`src/rtl/alu_multicycle.sv`:
```
// Registered ALU with valid/ready handshake on both sides.
// Single-cycle ops complete on the accepting edge. DIV with a non-zero divisor runs a
// restoring divider that produces one quotient bit per cycle.
module alu_multicycle #(
  parameter int unsigned WIDTH = 32
) (
  input  logic             clk,
  input  logic             rst,
  input  logic             in_valid,
  output logic             in_ready,
  input  logic [WIDTH-1:0] A,
  input  logic [WIDTH-1:0] B,
  input  logic [3:0]       sel,
  output logic             out_valid,
  input  logic             out_ready,
  output logic [WIDTH-1:0] res,
  output logic             zero,
  output logic             neg,
  output logic             carry,
  output logic             ovf,
  output logic             err
);

  localparam int unsigned CW = (WIDTH > 1) ? $clog2(WIDTH) : 1;

  localparam logic [1:0] S_IDLE = 2'd0;
  localparam logic [1:0] S_DIV  = 2'd1;
  localparam logic [1:0] S_DONE = 2'd2;

  localparam logic [3:0] OP_ADD  = 4'b0000;
  localparam logic [3:0] OP_SUB  = 4'b0001;
  localparam logic [3:0] OP_MUL  = 4'b0010;
  localparam logic [3:0] OP_DIV  = 4'b0011;
  localparam logic [3:0] OP_AND  = 4'b0100;
  localparam logic [3:0] OP_OR   = 4'b0101;
  localparam logic [3:0] OP_XOR  = 4'b0110;
  localparam logic [3:0] OP_NOT  = 4'b0111;
  localparam logic [3:0] OP_SLTU = 4'b1000;

  logic [1:0]       r_state;
  logic [CW-1:0]    r_cnt;
  logic [WIDTH-1:0] r_rem;
  logic [WIDTH-1:0] r_quo;
  logic [WIDTH-1:0] r_dvs;
  logic [WIDTH-1:0] r_res;
  logic             r_zero;
  logic             r_neg;
  logic             r_carry;
  logic             r_ovf;
  logic             r_err;

  logic             w_in_xfer;
  logic             w_start_div;
  logic [WIDTH:0]   w_sum;
  logic [WIDTH:0]   w_diff;
  logic [WIDTH-1:0] w_alu_res;
  logic             w_alu_carry;
  logic             w_alu_ovf;
  logic             w_alu_err;
  logic [WIDTH:0]   w_rem_sh;
  logic [WIDTH:0]   w_trial;
  logic             w_qbit;
  logic [WIDTH-1:0] w_rem_nxt;
  logic [WIDTH-1:0] w_quo_nxt;

  assign in_ready  = !rst && (r_state == S_IDLE || (r_state == S_DONE && out_ready));
  assign out_valid = (r_state == S_DONE);
  assign w_in_xfer = in_valid && in_ready;
  // Only a real division iterates; divide-by-zero is resolved in one cycle.
  assign w_start_div = (sel == OP_DIV) && (B != '0);

  assign res   = r_res;
  assign zero  = r_zero;
  assign neg   = r_neg;
  assign carry = r_carry;
  assign ovf   = r_ovf;
  assign err   = r_err;

  // WIDTH+1 bit add/sub; the top bit is carry-out or borrow.
  assign w_sum  = {1'b0, A} + {1'b0, B};
  assign w_diff = {1'b0, A} - {1'b0, B};

  // Single-cycle result and flags for the op presented on the inputs.
  always_comb begin
    w_alu_res   = '0;
    w_alu_carry = 1'b0;
    w_alu_ovf   = 1'b0;
    w_alu_err   = 1'b0;
    case (sel)
      OP_ADD: begin
        w_alu_res   = w_sum[WIDTH-1:0];
        w_alu_carry = w_sum[WIDTH];
        w_alu_ovf   = (A[WIDTH-1] == B[WIDTH-1]) && (w_sum[WIDTH-1] != A[WIDTH-1]);
      end
      OP_SUB: begin
        w_alu_res   = w_diff[WIDTH-1:0];
        w_alu_carry = w_diff[WIDTH];
        w_alu_ovf   = (A[WIDTH-1] != B[WIDTH-1]) && (w_diff[WIDTH-1] != A[WIDTH-1]);
      end
      OP_MUL:  w_alu_res = A * B;
      // Reaches the output only for B==0; non-zero divisors go through the iterator.
      OP_DIV: begin
        w_alu_res = '1;
        w_alu_err = 1'b1;
      end
      OP_AND:  w_alu_res = A & B;
      OP_OR:   w_alu_res = A | B;
      OP_XOR:  w_alu_res = A ^ B;
      OP_NOT:  w_alu_res = ~A;
      OP_SLTU: w_alu_res = {{(WIDTH-1){1'b0}}, w_diff[WIDTH]};
      default: w_alu_err = 1'b1;
    endcase
  end

  // One restoring-division step: shift in the next dividend bit, subtract if it fits.
  always_comb begin
    w_rem_sh  = {r_rem, r_quo[WIDTH-1]};
    w_trial   = w_rem_sh - {1'b0, r_dvs};
    w_qbit    = !w_trial[WIDTH];
    w_rem_nxt = w_qbit ? w_trial[WIDTH-1:0] : w_rem_sh[WIDTH-1:0];
    w_quo_nxt = {r_quo[WIDTH-2:0], w_qbit};
  end

  // Control FSM plus the result/flag and divider registers.
  always_ff @(posedge clk or posedge rst) begin
    if (rst) begin
      r_state <= S_IDLE;
      r_cnt   <= '0;
      r_rem   <= '0;
      r_quo   <= '0;
      r_dvs   <= '0;
      r_res   <= '0;
      r_zero  <= 1'b0;
      r_neg   <= 1'b0;
      r_carry <= 1'b0;
      r_ovf   <= 1'b0;
      r_err   <= 1'b0;
    end else begin
      case (r_state)
        S_IDLE, S_DONE: begin
          if (w_in_xfer) begin
            if (w_start_div) begin
              r_rem   <= '0;
              r_quo   <= A;
              r_dvs   <= B;
              r_cnt   <= '0;
              r_state <= S_DIV;
            end else begin
              r_res   <= w_alu_res;
              r_zero  <= (w_alu_res == '0);
              r_neg   <= w_alu_res[WIDTH-1];
              r_carry <= w_alu_carry;
              r_ovf   <= w_alu_ovf;
              r_err   <= w_alu_err;
              r_state <= S_DONE;
            end
          end else if (r_state == S_DONE && out_ready) begin
            r_state <= S_IDLE;
          end
        end
        S_DIV: begin
          r_rem <= w_rem_nxt;
          r_quo <= w_quo_nxt;
          r_cnt <= r_cnt + CW'(1);
          if (r_cnt == CW'(WIDTH - 1)) begin
            r_res   <= w_quo_nxt;
            r_zero  <= (w_quo_nxt == '0);
            r_neg   <= w_quo_nxt[WIDTH-1];
            r_carry <= 1'b0;
            r_ovf   <= 1'b0;
            r_err   <= 1'b0;
            r_state <= S_DONE;
          end
        end
        default: r_state <= S_IDLE;
      endcase
    end
  end

endmodule

```
`config.mk`:
```
export PLATFORM = sky130hd
export DESIGN_NAME = alu_multicycle
export DESIGN_NICKNAME = d
export VERILOG_FILES = /design/src/rtl/alu_multicycle.sv
export SDC_FILE = /design/constraint.sdc
export NUM_CORES = 2
export LEC_CHECK = 0
export CORE_MARGIN = 2
export CORE_UTILIZATION = 40
export DETAILED_ROUTE_END_ITERATION = 10
export DONT_BUFFER_PORTS = 1
export SETUP_SLACK_MARGIN = 0.05
export SLEW_MARGIN = 25
export SYNTH_ARGS = -nofsm -noshare
export SYNTH_HDL_FRONTEND = slang
export SYNTH_SLANG_ARGS = --single-unit
```
`constraint.sdc`:
```
create_clock -name clk -period 4.5 [get_ports clk]
set_input_delay 1.125 -clock clk [delete_from_list [all_inputs] [get_ports clk]]
set_output_delay 1.125 -clock clk [all_outputs]
set_load 0.005 [all_outputs]
```
# After elaboration in Yosys (flattened, before gate mapping)
# Index checks and enable logic that the tools add are counted.
# Widths: inputs -> output; s select.
[word_totals]
register_bits = 140
output_inout_bits = 39
wordCells = 102
in_bits = 72
[op_classes]
multipliers = 1
muxes = 41
bitwise = 4
n_reduce_logical = 21
addsub = 4
n_eq_ne = 20
[op_table]
columns = ["operator", "count"]
rows = [
  ["$pmux 32 s9", 1],
  ["$mux 32", 8],
  ["$pmux 32 s2", 3],
  ["$logic_not 32->1", 2],
  ["$add 32x32->33", 1],
  ["$sub 32x32->33", 1],
  ["$sub 33x32->33", 1],
  ["$and 32x32->32", 1],
  ["$mul 32x32->32", 1],
  ["$not 32->32", 1],
  ["$or 32x32->32", 1],
  ["$reduce_bool 32->1", 1],
  ["$xor 32x32->32", 1],
  ["$eq 4x3->1 const B", 4],
  ["$mux 1", 14],
  ["$pmux 1 s2", 7],
  ["$mux 5", 2],
  ["$pmux 5 s2", 1],
  ["$eq 4x2->1 const B", 2],
  ["$mux 2", 4],
  ["$ne 2x2->1 const B", 4],
  ["$reduce_or 8->1", 1],
  ["$logic_and 1x1->1", 6],
  ["$reduce_and 3->1", 2],
  ["18 further kinds", 21],
]

# Logic depth before layout (Yosys ltp)
[logic_depth]
depth_word = 7
mapped_depth = 31
depth_no_buf = 29

# Worst setup path after synthesis
# Ideal clock, no wire load.
[synth_path]
kind = "input -> register"
from = "input B[2]"
to = "register r_zero (netlist: zero)"
path_buffers = 2
required_time_ps = 4408
path_stages = 29
setup_time_ps = 92
arrival_time_ps = 8473
setup_slack_ps = -4065
path_cell_list = "clkbuf_1 -> inv_1 -> buf_1 -> nor2_1 -> fa_1 -> inv_1 -> fa_1 -> fa_1 -> fa_1 -> inv_1 -> fa_1 -> inv_1 -> fa_1 -> inv_1 -> fa_1 -> fa_1 -> ha_1 -> a21o_1 -> a21oi_1 -> o21bai_1 -> a221oi_1 -> nand2_1 -> xor2_1 -> a221o_1 -> nor4b_2 -> nand4_1 -> nor4_1 -> nand4_1 -> o31ai_2"
[synth_between]
elab_chain_len = 6
elab_cells_between_ends = 15
cone_classes = "2 x add/sub; 1 x mul; 1 x eq/ne; 4 x mux; 3 x bitwise; 4 x reduce/logical"
[synth_rtl]
columns = ["item", "line", "rtl"]
rows = [
  ["from (decl)", "12", "input logic [WIDTH-1:0] B,"],
  ["$mul 32x32->32, or another cell as far along", "100", "OP_MUL: w_alu_res = A * B;"],
  ["$pmux 32 s9", "89", "case (sel)"],
  ["$logic_not 32->1", "150", "r_zero <= (w_alu_res == '0);"],
  ["$mux 1", "142", "if (w_start_div) begin"],
  ["$mux 1", "141", "if (w_in_xfer) begin"],
  ["$pmux 1 s2", "139", "case (r_state)"],
  ["to (signal assigned)", "150", ""],
  ["to (signal assigned)", "167", "r_zero <= (w_quo_nxt == '0);"],
  ["to (decl)", "46", "logic r_zero;"],
]
# Parallel ways exist; a longest one is shown, timed or not. The select of a mux whose other input is x is not followed.
# A chain may end at the register's enable or synchronous reset.

# Worst setup path after layout
[layout_path]
from = "input B[6]"
to = "register r_zero (netlist: zero)"
# Same word-level chain as after synthesis.

==> results.txt <==
For this run the aggregate overflow at the end of global routing stands at 0. In this run the deepest clock path goes through 2 buffers. Of all nets on the critical path, the largest fanout is 14.

Data on the critical path is required at its endpoint by 4.85 ns. The number of hold-slack violations in the final timing report is 0. Endpoint class of the critical path: a register. The mean instance size in the synthesized netlist is 8.17 um^2, and the number of port buffers is 0. The tools report the initial antenna violation count as 5. After synthesis the netlist holds a flip-flop and latch count of 139. The number of flops mapped to enable cells by yosys was 0; the number of max-cap violations was 0.

The tools report the final setup skew as 0.00896 ns. After synthesis, the largest area contributor takes up 28.8% of total cell area. The tools report the H-tree depth reported by CTS as 4. The core region is 70400 um^2.

In the synthesized netlist the dominant register cell turns out to be sky130_fd_sc_hd__dfrtp_1. For this run, asynchronously set or reset flops after synthesis account for 100%. The fmax is 0.128 GHz, and the estimated wirelength of the detail-placed design is 86900 um.

The number of buffers created by CTS is 17, and the via-per-instance ratio is 5.66. The initial utilization of the core area, before any placement, comes to 40.6%. The worst setup timing slack at the placement stage was -3.90 ns. The tools report the global-route wire length before repair as 168000 um. The min-delay analysis places its worst path in the category reg2reg.

Once layout is complete, the utilization of the core stands at 50.3%. After synthesis, the cell types taking the most area are sky130_fd_sc_hd__fa_1 (29%), sky130_fd_sc_hd__dfrtp_1 (12%), sky130_fd_sc_hd__ha_1 (11%). The count of unresolved DRC violations after routing came out at 0. 111 I/O pins were placed. The die span in y came out at 271 um. The final reports fail on setup timing. For the max-slew violation count, the log shows 0. The netlist uses 94 different library cells. sky130_fd_sc_hd__fa_1 takes more of the synthesized area than any other cell. Setup repair after global routing could not meet its margin everywhere. Most common cell after layout, fill and taps aside: sky130_fd_sc_hd__inv_1.

In this run the remaining antenna-violating nets after routing total 0. Setup violations remaining at the end of the flow were counted as 27. For this run, the register share of the synthesized area comes to 12.2%. Counting every instance in the synthesized netlist gives 3496. For the pin with the worst max-slew slack, the measured transition is 0.857 ns. In the final layout, the share of cells above drive strength 1 is 21.4%. The tools report the last weighted congestion value of the routability-driven placer as 0.988. The tree built by TritonCTS fans out to 139 sinks. Buffers inserted to repair hold after CTS numbered 0. The run finished, with violations left. Entering global routing, the biggest net connects 89 pins.

TritonCTS built the clock tree. For the number of vias after detailed routing, the log shows 26900. The run gives 73600 um^2 as the die outline area. Summed over all layers, the routed wires come to 112000 um. The tools report the number of nets in the finished design as 4532. In the layout the commonest cells are sky130_fd_sc_hd__inv_1 (473), sky130_fd_sc_hd__nor2_1 (440), sky130_fd_sc_hd__buf_4 (426). For the global-route usage over all layers, the log shows 30.1%.

The latest clock arrival within the worst-skew pair was 0.44 ns; the signal arrival time at the worst endpoint was 8.15 ns. Registers take 3480 um^2. For the combined area of the multi-input logic cells, the log shows 24000 um^2.

Worst setup margin: -3.29 ns. After clock tree synthesis, the clock-pin slew on the worst setup and hold paths is 0.07 ns. The logs give 6843 for the count of filler cells inserted in the layout and 27500 for the number of global-route vias before repair. The tools report the net count after synthesis as 4232. The type of the worst setup path was in2reg. In this run the core area contains 97 standard-cell rows. The area growth from synthesis to layout is 23.9%. The detailed-route wire length per cell is 23.5 um, and the clock period minus worst slack is 7.79 ns.

The Yosys step of the flow raised 0 warnings. The die is 271 um wide. Worst slew slack as a fraction of its limit: 42.6%.

The tree is rooted in a sky130_fd_sc_hd__clkbuf_16. The DRC violation total after the first TritonRoute iteration was 2320; the count of TritonRoute iterations in the first routing pass was 6. For the netlist area before placement, the log shows 28600 um^2. The final critical path takes up 173% of the cycle. Type of element launching the critical path: an input port.
==> sequential cells by signal, summed over array words and instances (netlist names) <==
name / count
r_state: 2
carry: 1
r_quo: 32
err: 1
res: 32
ovf: 1
zero: 1
r_dvs: 32
r_cnt: 5
r_rem: 32
==> through the flow <==
stage	cells	instance area (um^2)	TNS, ns	hold WS (ns)
5_1_grt	4749	35400	-70.68	0.555
4_1_cts	4736	34600	-65.30	0.522
2_1_floorplan	3496	29400	-66.44	0.454
3_3_place_gp	4690	33100	-82.63	0.505
6_report	4751	35400	-66.55	0.517
3_5_place_dp	4690	33100	-83.71	0.510
==> worst max-delay path, cell delays in order <==
cell                       delay [ns]
sky130_fd_sc_hd__inv_1           0.10
sky130_fd_sc_hd__buf_12          0.17
sky130_fd_sc_hd__nor2_2          0.06
sky130_fd_sc_hd__fa_1            0.53
sky130_fd_sc_hd__fa_1            0.45
sky130_fd_sc_hd__fa_1            0.53
sky130_fd_sc_hd__inv_1           0.05
sky130_fd_sc_hd__fa_1            0.47
sky130_fd_sc_hd__inv_1           0.05
sky130_fd_sc_hd__fa_1            0.47
sky130_fd_sc_hd__inv_1           0.05
sky130_fd_sc_hd__fa_1            0.47
sky130_fd_sc_hd__inv_1           0.05
sky130_fd_sc_hd__fa_1            0.46
sky130_fd_sc_hd__fa_1            0.56
sky130_fd_sc_hd__ha_4            0.22
sky130_fd_sc_hd__a21o_1          0.18
sky130_fd_sc_hd__a21oi_2         0.17
sky130_fd_sc_hd__o21bai_2        0.11
sky130_fd_sc_hd__a221oi_2        0.25
sky130_fd_sc_hd__nand2_1         0.10
sky130_fd_sc_hd__xor2_1          0.19
sky130_fd_sc_hd__a221o_1         0.36
sky130_fd_sc_hd__nor4b_2         0.22
sky130_fd_sc_hd__nand4_1         0.17
sky130_fd_sc_hd__nor4_2          0.24
sky130_fd_sc_hd__nand4_1         0.13
sky130_fd_sc_hd__o31ai_2         0.17
==> routing by layer <==
metal / GRT usage [%] / vias up / routed length, um
met3: 5.94 / 282 / 8250
li1: - / 12000 / -
met1: 38.0 / 13500 / 44800
met2: 50.6 / 1114 / 53400
met4: 12.2 / 8 / 5270
met5: 0 / - / 59
==> cell families (layout without fill, tap and decap cells) <==
group	after synthesis	count (layout)	share of synthesized area [%]
AND/OR/NAND/NOR	1104	1104	16.4
other	0	2	0
flip-flops	139	139	12.2
adder cells (fa/ha/maj)	664	664	39.9
XOR/XNOR	123	123	3.77
AO/OA/AOI/OAI	661	661	15.0
buffers and inverters	722	1035	9.65
multiplexers	83	83	3.08
==> layout make-up <==
type / instances / share of cell area [%]
Tap cell: 940 / 3.32
Antenna cell: 2 / 0.0141
Timing Repair inverter: 2 / 0.0530
Timing Repair Buffer: 478 / 11.2
Sequential cell: 139 / 9.83
Clock inverter: 12 / 0.520
Inverter: 523 / 6.01
Multi-Input combinational cell: 2635 / 67.7
Clock buffer: 20 / 1.29
==> final timing paths <==
path,from,endpoint,slack [ns],depth (start not counted)
max,B[6],zero$_DFFE_PP0P_,-3.29,28
min,r_rem[29]$_DFFE_PP0P_,r_rem[29]$_DFFE_PP0P_,0.52,2
max reg2reg,r_quo[31]$_DFFE_PP0P_,r_rem[10]$_DFFE_PP0P_,0.44,16
min reg2reg,r_rem[29]$_DFFE_PP0P_,r_rem[29]$_DFFE_PP0P_,0.52,2
max in group asynchronous,rst,r_rem[4]$_DFFE_PP0P_,2.84,2
min in group asynchronous,rst,r_state[1]$_DFFE_PP0P_,0.63,1
==> synth_stat cells (9+ instances only) <==
cell and n:
sky130_fd_sc_hd__a31oi_1 46, sky130_fd_sc_hd__o21bai_1 27, sky130_fd_sc_hd__mux2_2 18, sky130_fd_sc_hd__clkinv_1 13
sky130_fd_sc_hd__nand2_1 387, sky130_fd_sc_hd__o31ai_1 10, sky130_fd_sc_hd__a211oi_1 23, sky130_fd_sc_hd__nor2b_1 22
sky130_fd_sc_hd__ha_1 253, sky130_fd_sc_hd__nand3_1 53, sky130_fd_sc_hd__o21ai_1 11, sky130_fd_sc_hd__a21oi_1 174
sky130_fd_sc_hd__o21a_1 19, sky130_fd_sc_hd__fa_1 411, sky130_fd_sc_hd__buf_2 16, sky130_fd_sc_hd__xor2_1 36
sky130_fd_sc_hd__o211ai_1 16, sky130_fd_sc_hd__a221o_1 9, sky130_fd_sc_hd__o21ai_0 141, sky130_fd_sc_hd__or3_1 12
sky130_fd_sc_hd__clkbuf_1 157, sky130_fd_sc_hd__inv_1 505, sky130_fd_sc_hd__nor3_1 41, sky130_fd_sc_hd__buf_1 20
sky130_fd_sc_hd__o2111ai_1 12, sky130_fd_sc_hd__nor2_1 480, sky130_fd_sc_hd__o22ai_1 37, sky130_fd_sc_hd__mux2i_1 62
sky130_fd_sc_hd__nand4_1 16, sky130_fd_sc_hd__xnor2_1 87, sky130_fd_sc_hd__a21o_1 41, sky130_fd_sc_hd__dfrtp_1 139
sky130_fd_sc_hd__nand2b_1 20, sky130_fd_sc_hd__nor4_1 28
==> repair_timing <==
item	in CTS	in global routing
cloned	1	1
endpoints found under the setup margin	32	36
gates resized for setup	157	150
setup buffers	16	19
pin swaps	60	104
Power is not shown: default switching activity piles up to over one toggle a cycle in this logic, so the estimate is an artifact.
